File: src/rtl/simon_pkg.sv
// Shared constants and encodings for the Simon datapath and its controller.
package simon_pkg;

  localparam int unsigned SIMON_WIDTH  = 4;
  localparam int unsigned SIMON_DEPTH  = 64;
  localparam int unsigned SIMON_ADDR_W = 6;

  typedef enum logic {
    LEVEL_EASY = 1'b0,
    LEVEL_HARD = 1'b1
  } level_e;

  typedef enum logic {
    LED_PATTERN = 1'b0,
    LED_MEM     = 1'b1
  } led_mode_e;

endpackage

File: src/rtl/simon_datapath_if.sv
// Control strobes from the Simon controller and status flags returned to it.
interface simon_datapath_if;

  logic load_level;
  logic count_cnt;
  logic count_clr;
  logic index_cnt;
  logic index_clr;
  logic w_en;
  logic disp_mem;

  logic pattern_valid;
  logic index_lt_count;
  logic pattern_eq_mem;

  modport master (
    output load_level, count_cnt, count_clr, index_cnt, index_clr, w_en, disp_mem,
    input  pattern_valid, index_lt_count, pattern_eq_mem
  );

  modport slave (
    input  load_level, count_cnt, count_clr, index_cnt, index_clr, w_en, disp_mem,
    output pattern_valid, index_lt_count, pattern_eq_mem
  );

endinterface

File: src/rtl/simon_pattern_mem.sv
// DEPTH x WIDTH pattern store: async clear, guarded synchronous write,
// combinational read that returns zero for the one-past-end address.
module simon_pattern_mem
  import simon_pkg::*;
#(
  parameter int unsigned WIDTH  = SIMON_WIDTH,
  parameter int unsigned DEPTH  = SIMON_DEPTH,
  parameter int unsigned ADDR_W = SIMON_ADDR_W
) (
  input  logic              clk,
  input  logic              rst,
  input  logic              we,
  input  logic [ADDR_W:0]   waddr,
  input  logic [WIDTH-1:0]  wdata,
  input  logic [ADDR_W:0]   raddr,
  output logic [WIDTH-1:0]  rdata
);

  logic [WIDTH-1:0] mem_q [DEPTH];
  logic [WIDTH-1:0] mem_d [DEPTH];

  // Addresses never exceed DEPTH, so the top bit alone marks out-of-range.
  always_comb begin
    mem_d = mem_q;
    if (we && !waddr[ADDR_W]) begin
      mem_d[waddr[ADDR_W-1:0]] = wdata;
    end
  end

  always_ff @(posedge clk or negedge rst) begin
    if (!rst) begin
      for (int unsigned i = 0; i < DEPTH; i++) begin
        mem_q[i] <= '0;
      end
    end else begin
      mem_q <= mem_d;
    end
  end

  assign rdata = raddr[ADDR_W] ? '0 : mem_q[raddr[ADDR_W-1:0]];

endmodule

File: src/rtl/simon_datapath.sv
// Simon datapath: level register, count/index counters, pattern store and LED mux.
// Optional high-score register enabled by SIMON_HIGH_SCORE_EN.
module simon_datapath
  import simon_pkg::*;
#(
  parameter int unsigned WIDTH  = SIMON_WIDTH,
  parameter int unsigned DEPTH  = SIMON_DEPTH,
  parameter int unsigned ADDR_W = SIMON_ADDR_W
) (
  input  logic              clk,
  input  logic              rst,
  input  logic              level_sw,
  input  logic [WIDTH-1:0]  pattern,
  simon_datapath_if.slave   ctl,
  output logic [WIDTH-1:0]  pattern_leds,
  output logic              level
`ifdef SIMON_HIGH_SCORE_EN
  ,
  output logic [ADDR_W:0]   high_score
`endif
);

  localparam logic [ADDR_W:0] FULL = (ADDR_W + 1)'(DEPTH);

  level_e           level_q, level_d;
  logic [ADDR_W:0]  count_q, count_d;
  logic [ADDR_W:0]  index_q, index_d;
  logic [WIDTH-1:0] rd_data;

  always_comb begin
    level_d = level_q;
    if (ctl.load_level) begin
      level_d = level_e'(level_sw);
    end

    count_d = count_q;
    if (ctl.count_clr) begin
      count_d = '0;
    end else if (ctl.count_cnt && count_q != FULL) begin
      count_d = count_q + 1'b1;
    end

    index_d = index_q;
    if (ctl.index_clr) begin
      index_d = '0;
    end else if (ctl.index_cnt && index_q < count_q) begin
      index_d = index_q + 1'b1;
    end
    // A lone count_clr would otherwise leave index above count.
    if (index_d > count_d) begin
      index_d = count_d;
    end
  end

  always_ff @(posedge clk or negedge rst) begin
    if (!rst) begin
      level_q <= LEVEL_EASY;
      count_q <= '0;
      index_q <= '0;
    end else begin
      level_q <= level_d;
      count_q <= count_d;
      index_q <= index_d;
    end
  end

  simon_pattern_mem #(
    .WIDTH  (WIDTH),
    .DEPTH  (DEPTH),
    .ADDR_W (ADDR_W)
  ) u_mem (
    .clk   (clk),
    .rst   (rst),
    .we    (ctl.w_en),
    .waddr (count_q),
    .wdata (pattern),
    .raddr (index_q),
    .rdata (rd_data)
  );

  assign level              = level_q;
  assign ctl.pattern_valid  = (level_q == LEVEL_HARD) ||
                              ((pattern != '0) && ((pattern & (pattern - 1'b1)) == '0));
  assign ctl.index_lt_count = index_q < count_q;
  assign ctl.pattern_eq_mem = !index_q[ADDR_W] && (pattern == rd_data);
  assign pattern_leds       = (led_mode_e'(ctl.disp_mem) == LED_MEM) ? rd_data : pattern;

`ifdef SIMON_HIGH_SCORE_EN
  logic [ADDR_W:0] high_score_q, high_score_d;

  always_comb begin
    high_score_d = high_score_q;
    if (ctl.count_clr && count_q > high_score_q) begin
      high_score_d = count_q;
    end
  end

  always_ff @(posedge clk or negedge rst) begin
    if (!rst) begin
      high_score_q <= '0;
    end else begin
      high_score_q <= high_score_d;
    end
  end

  assign high_score = high_score_q;
`endif

endmodule

File: src/flat_wrapper.sv
// flat-port wrapper written by rule: the top's interface ports become plain ports
module simon_datapath_flat import simon_pkg::*;
#(
  parameter int unsigned WIDTH  = SIMON_WIDTH,
  parameter int unsigned DEPTH  = SIMON_DEPTH,
  parameter int unsigned ADDR_W = SIMON_ADDR_W
)
  (clk, rst, level_sw, pattern, pattern_leds, level, ctl_load_level, ctl_count_cnt, ctl_count_clr, ctl_index_cnt, ctl_index_clr, ctl_w_en, ctl_disp_mem, ctl_pattern_valid, ctl_index_lt_count, ctl_pattern_eq_mem);
  simon_datapath_if ctl_i ();
  input  logic clk;
  input  logic rst;
  input  logic level_sw;
  input  logic [WIDTH-1:0] pattern;
  output logic [WIDTH-1:0] pattern_leds;
  output logic level;
  input wire logic [$bits(ctl_i.load_level)-1:0] ctl_load_level;
  input wire logic [$bits(ctl_i.count_cnt)-1:0] ctl_count_cnt;
  input wire logic [$bits(ctl_i.count_clr)-1:0] ctl_count_clr;
  input wire logic [$bits(ctl_i.index_cnt)-1:0] ctl_index_cnt;
  input wire logic [$bits(ctl_i.index_clr)-1:0] ctl_index_clr;
  input wire logic [$bits(ctl_i.w_en)-1:0] ctl_w_en;
  input wire logic [$bits(ctl_i.disp_mem)-1:0] ctl_disp_mem;
  output wire logic [$bits(ctl_i.pattern_valid)-1:0] ctl_pattern_valid;
  output wire logic [$bits(ctl_i.index_lt_count)-1:0] ctl_index_lt_count;
  output wire logic [$bits(ctl_i.pattern_eq_mem)-1:0] ctl_pattern_eq_mem;
  assign ctl_i.load_level = ctl_load_level;
  assign ctl_i.count_cnt = ctl_count_cnt;
  assign ctl_i.count_clr = ctl_count_clr;
  assign ctl_i.index_cnt = ctl_index_cnt;
  assign ctl_i.index_clr = ctl_index_clr;
  assign ctl_i.w_en = ctl_w_en;
  assign ctl_i.disp_mem = ctl_disp_mem;
  assign ctl_pattern_valid = ctl_i.pattern_valid;
  assign ctl_index_lt_count = ctl_i.index_lt_count;
  assign ctl_pattern_eq_mem = ctl_i.pattern_eq_mem;
  simon_datapath #(.WIDTH(WIDTH), .DEPTH(DEPTH), .ADDR_W(ADDR_W)) u_core (.clk(clk), .rst(rst), .level_sw(level_sw), .pattern(pattern), .ctl(ctl_i), .pattern_leds(pattern_leds), .level(level));
endmodule
File: config.mk
export PLATFORM = sky130hd
export DESIGN_NAME = simon_datapath_flat
export DESIGN_NICKNAME = d
export VERILOG_FILES = /design/src/rtl/simon_pkg.sv /design/src/rtl/simon_datapath_if.sv /design/src/rtl/simon_pattern_mem.sv /design/src/rtl/simon_datapath.sv /design/src/flat_wrapper.sv
export SDC_FILE = /design/constraint.sdc
export NUM_CORES = 1
export LEC_CHECK = 0
export ABC_CLOCK_PERIOD_IN_PS = 6630
export CAP_MARGIN = 20
export CORE_MARGIN = 5
export CORE_UTILIZATION = 32
export DETAILED_ROUTE_END_ITERATION = 8
export GPL_TIMING_DRIVEN = 1
export PLACE_DENSITY = 0.51
export SYNTH_ARGS = -nofsm -noshare
export SYNTH_HDL_FRONTEND = slang
export SYNTH_SLANG_ARGS = --single-unit
File: constraint.sdc
create_clock -name clk -period 6.63 [get_ports clk]
set_clock_uncertainty 0.15 [all_clocks]
set_input_delay 1.326 -clock clk [delete_from_list [all_inputs] [get_ports clk]]
set_output_delay 1.326 -clock clk [all_outputs]
set_load 0.02 [all_outputs]
-- Word-level counts from Yosys, hierarchy flattened
Cells that the tools add are included.
Widths: inputs -> output; s select.
- register bits after elaboration: 271
- add/subtract/negate cells: 3
- magnitude comparators: 5
- equality and inequality tests: 2
- mux-type cells: 13
- bitwise gates (word level): 3
- reduce and logical (&&, ||, !) cells: 11
- operators with widths (cell ; number):
    $bwmux 256 ; 1
    $mux 7 ; 5
    $bmux 4 s6 ; 1
    $demux 4 s6 ; 1
    $mux 4 ; 5
    $add 7x1->7 const B ; 2
    $ge 7x7->1 const B ; 2
    $not 6->7 ; 2
    $gt 7x7->1 ; 1
    $lt 7x1->1 const B ; 1
    $lt 7x7->1 ; 1
    $ne 7x7->1 const B ; 1
    $logic_and 1x1->1 ; 6
    $and 4x4->4 ; 1
    $eq 4x4->1 ; 1
    $logic_not 4->1 ; 1
    $reduce_bool 4->1 ; 1
    $sub 4x1->4 const B ; 1
    $logic_not 1->1 ; 2
    $logic_or 1x1->1 ; 1

-- Longest topological paths before layout
- depth after elaboration: 7
- gate-level depth with buffers: 18

-- Cells and area by module
From an unflattened synthesis, not the netlist that was laid out.
- cells, all modules: 957
- area total of the unflattened synthesis: 13382.8 sq um
- modules (own cells, without submodules) (module ; times used ; cells each ; area each (sq um) ; sequential area each (sq um)):
    simon_pattern_mem ; 1 ; 802 ; 12055.3 ; 6406.1
    simon_datapath ; 1 ; 155 ; 1327.5 ; 375.4

-- Least setup slack after synthesis
No wires, ideal clock.
- path type: input-to-output
- from: input port pattern[0]
- to: output port ctl_pattern_valid
- data arrival time: 2292 ps
- data required time: 5154 ps
- slack: 2862 ps
- stages on the path: 4
- cell sequence: clkbuf_1 xor2_1 o21ai_0 o21ai_0
- word-level cells in the longest chain between the ends: 5
- elaborated cells on any way between the ends: 6
- classes of those cells: 1 x add/sub; 1 x bitwise; 4 x reduce/logical
- RTL lines (item ; line ; RTL):
    start, declared ; flat_wrapper.sv:13 ; input logic [WIDTH-1:0] pattern;
    $sub 4x1->4 ; simon_datapath.sv:83 ; ((pattern != '0) && ((pattern & (pattern - 1'b1)) == '0));
    $and 4x4->4 ; simon_datapath.sv:83 ;
    $logic_not 4->1 ; simon_datapath.sv:83 ;
    $logic_and 1x1->1 * ; simon_datapath.sv:83 ;
    $logic_or 1x1->1 * ; simon_datapath.sv:82 ; assign ctl.pattern_valid = (level_q == LEVEL_HARD) ||
    end, declared ; flat_wrapper.sv:23 ; output wire logic [$bits(ctl_i.pattern_valid)-1:0] ctl_pattern_valid;
Every way passes the cells marked *; elsewhere a longest branch is shown, timed or not.

-- Final worst setup path
- from: register u_core.index_q[0]
- to: output port ctl_pattern_eq_mem
- word-level cells in the longest chain between the ends: 7
- RTL lines (item ; line ; RTL):
    start, declared ; simon_datapath.sv:27 ; logic [ADDR_W:0] index_q, index_d;
    start signal, assigned ; simon_datapath.sv:63 ; index_q <= index_d;
    $not 6->7 (not written as such) ; simon_pattern_mem.sv:40 ; assign rdata = raddr[ADDR_W] ? '0 : mem_q[raddr[ADDR_W-1:0]];
    $bmux 4 s6 ; simon_pattern_mem.sv:40 ;
    $mux 4 (not written as such) (2 in a row) ; simon_pattern_mem.sv:40 ;
    $mux 4 ; simon_pattern_mem.sv:40 ;
    $eq 4x4->1 ; simon_datapath.sv:85 ; assign ctl.pattern_eq_mem = !index_q[ADDR_W] && (pattern == rd_data);
    $logic_and 1x1->1 ; simon_datapath.sv:85 ;
    end, declared ; flat_wrapper.sv:25 ; output wire logic [$bits(ctl_i.pattern_eq_mem)-1:0] ctl_pattern_eq_mem;
No other way between the ends. The select of a mux whose other input is x is not followed.

==> results.yml <==
place:
  place_inst: 1506
  hpwlAfterDp_mm: 23.67
  dp_slack_ns: 1.459
  portBuffers: 21
  gp_congestion: 0.8307
route:
  vias_per_cell: 5.246
  routed_wl_mm: 35.25
  detail-route-antenna-nets: 0
  drt-met1-wl_mm: 16.18
  first_iter_violations: 797
  dr.pass1.iters: 5
  routed.top_layer: "met4"
  drc_errors: 0
  wl_met2_mm: 16.74
  wl_per_cell_microns: 22.49
  met3WireLength_mm: 1.682
  vias: 8221
pwr:
  power.leakage_nw: 6.787
  power_switching_w: 0.001136
  seqPwrFrac_pct: 42.2
  p_sw_share_pct: 26.52
  p_int_w: 0.003148
  pwr_density_cell_nw_per_um2: 283.7
  peakVddDrop_mv: 0.1493
  p_comb_share_pct: 14.8
  clockPowerShare_pct: 43.0
run:
  cap_violations: 0
setup_path:
  r2r-start: "u_core.count_q[4]"
  crit_path_end_kind: "primary output"
  worstSetupStartpointType: "flip-flop"
  worst_ep_arrival_time_ns: 4.24
  crit_fanout: 31
  critPathKind: "flip-flop to primary output"
  r2r-end: "u_core.index_q[3]"
  required_ns: 5.15
  reg2reg_depth: 15
  reg2reg_slack_ns: 2.02
yosys:
  synth_xor_area_share_pct: 0.9302
  syn_inst: 989
  synth_largest_area_cell: "dfrtp_1"
  synth_top_family_by_area: "multiplexers"
  synthArstFlopShare_pct: 100.0
  synth_ff_type: "dfrtp_1"
  synthSimpleGateAreaFrac_pct: 6.834
  synth_compound_area_share_pct: 4.727
  synth.avg_cell_area_sq_um: 13.33
  synth.distinct_cells: 50
  synthAdderAreaFrac_pct: 1.519
  synth_area_leaders: "dfrtp_1 (51%), mux2_2 (20%), mux4_2 (11%), nand2_1 (2.2%), nor2_1 (1.8%)"
  synth-edff-count: 0
  syn_nets: 1019
  yosys_warnings: 0
  syn_area_sq_um: 13180
  ys_ff_latch: 271
  synthMuxAreaShare_pct: 31.86
  netlist.area_leader.share_pct: 51.45
  seq_area_frac_synth_pct: 51.45
die:
  die_area_sq_um: 45350
  rows: 74
  die_x_microns: 213.0
  core_sq_um: 40830
  io_pins: 22
  dieHeight_microns: 213.0
  start_util_pct: 32.28
clock_network:
  cts_hold_buf: 0
  ctsLongestPathBuffers: 3
  cts_buffers: 34
  post_cts_resized: 0
  clockRootBuffer: "clkbuf_16"
  clock_sinks: 271
  path_clk_slew_ns: 0.06
  post_cts_buffers: 0
  htree_levels: 2
  clock_latency_ns: 0.50
  cts_tree: "yes"
cells_and_area:
  stdcell_count: 1567
  fin_nets: 1040
  area_growth_syn_to_layout_pct: 14.57
  drive_gt1_share_pct: 37.10
  num_antenna_cells: 0
global_route:
  antenna_found_initial: 0
  grt_max_degree: 141
  grt_pass1_vias: 8459
  grt_overflow: 0
  grt_pass1_wl_mm: 54.68
  grt_use_total_pct: 15.75
outcome:
  status: "completed"
timing:
  period_minus_slack_ns: 5.717
  tns_ns: 0
  maxSlewViolCount: 0
  timing.slew.headroom_pct: 20.97
  hold_violations: 0
  rsz0062_at_grt: "no"
  setup_viol: 0
  fin_ws_ns: 0.9128
  fmax_mhz: 174.9
  period_share_pct: 86.23
  worstMarginPinSlew_ns: 1.179
min_path:
  min_delay_path_depth: 2
  holdCritPathClass: "flip-flop to flip-flop"
  min-delay-start: "u_core.u_mem.mem_q[62]"
  min_to: "u_core.u_mem.mem_q[62]"
## layer usage
metal | vias up | GRT usage [%]
met2 | 183 | 25.17
li1 | 3671 | -
met3 | 42 | 2.630
met1 | 4325 | 22.72
met5 | - | 0
met4 | 0 | 3.509
## layout make-up
| cell class | count | area [sq um] |
|---|---|---|
| Fill cell | 3905 | 25730 |
| Sequential cell | 271 | 6787 |
| Multi-Input combinational cell | 641 | 6056 |
| Clock buffer | 58 | 1115 |
| Tap cell | 532 | 665.6 |
| Timing Repair Buffer | 43 | 390.4 |
| Inverter | 19 | 71.32 |
| Clock inverter | 3 | 17.52 |
## synthesized netlist by cell type (all sizes together), types with 8 or more instances
library cell  count
dfrtp           271
clkbuf           44
a21oi            12
mux4             63
inv              17
nand4             8
mux2            235
buf              14
nor3             10
nand3            13
mux2i            13
o21ai            42
nor2             63
nand2            76
ha               16
## sequential cells by signal, summed over array words and instances (netlist names)
signal and cells:
u_core.count_q 7, u_core.index_q 7, u_core.level 1, u_core.u_mem.mem_q 256
## power groups by stage
| stage | registers [W] | clock network [W] | logic, W |
|---|---|---|---|
| after floorplan | 0.00176 | 0 | 0.000515 |
| after global placement | 0.00184 | 0 | 0.000631 |
| after detailed placement | 0.00184 | 0 | 0.000641 |
| after CTS | 0.00181 | 0.00189 | 0.000642 |
| after global routing | 0.00182 | 0.00196 | 0.000687 |
| final | 0.00181 | 0.00184 | 0.000634 |
## how the worst max path moves through the flow
| stage | startpoint | to | slack (ns) | depth (start not counted) |
|---|---|---|---|---|
| after CTS | u_core.index_q[0] | ctl_pattern_eq_mem | 0.90 | 9 |
| final | u_core.index_q[0] | ctl_pattern_eq_mem | 0.91 | 9 |
| after global routing | u_core.index_q[0] | ctl_pattern_eq_mem | 0.67 | 9 |
| after global placement | u_core.index_q[0] | ctl_pattern_eq_mem | 1.49 | 9 |
| after floorplan | pattern[0] | ctl_pattern_valid | 2.86 | 4 |
| after detailed placement | u_core.index_q[0] | ctl_pattern_eq_mem | 1.46 | 9 |
## worst max-delay path, cell delays in order (launching register included)
cell and delay [ns]:
dfrtp_4 0.88, buf_4 0.45, mux4_2 0.56, o21ai_0 0.27, nor2_1 0.11, a22oi_1 0.20
o211ai_1 0.15, a21oi_1 0.19, and4bb_1 0.27, clkdlybuf4s50_1 0.62
## layout by cell type, fill, tap and decap left out, drive strengths merged, types with 5 or more instances in the layout
cell type,netlist,final
o21ai,42,42
buf,14,26
mux2i,13,13
inv,17,17
mux4,63,63
nand2,76,76
nand4,8,8
xnor2,7,7
ha,16,16
nor2,63,63
clkdlybuf4s50,0,17
clkbuf,44,58
mux2,235,235
and2,6,6
xor2,7,7
a21oi,12,12
nor2b,5,5
nand3,13,13
a22oi,7,7
o31ai,6,6
nor3,10,10
o211ai,7,7
dfrtp,271,271
## logic make-up (layout without fill, tap and decap cells)
logic type / Yosys count / after routing
AO/OA/AOI/OAI: 98 / 98
XOR/XNOR: 14 / 14
adder cells (fa/ha/maj): 16 / 16
buffers and inverters: 77 / 123
flip-flops: 271 / 271
multiplexers: 311 / 311
AND/OR/NAND/NOR: 202 / 202
## per-stage QoR
step / hold slack [ns] / total power (W) / cell area (sq um) / util (%)
2_1_floorplan: 0.2946 / 0.002272 / 13180 / -
3_3_place_gp: 0.3075 / 0.002473 / 13970 / 34.21
3_5_place_dp: 0.3190 / 0.002479 / 13970 / 34.21
4_1_cts: 0.3322 / 0.004344 / 15100 / 36.99
5_1_grt: 0.3439 / 0.004464 / 15100 / 36.99
6_report: 0.3328 / 0.004284 / 15100 / 36.99
No activity file was read; power rests on OpenSTA's default activity.
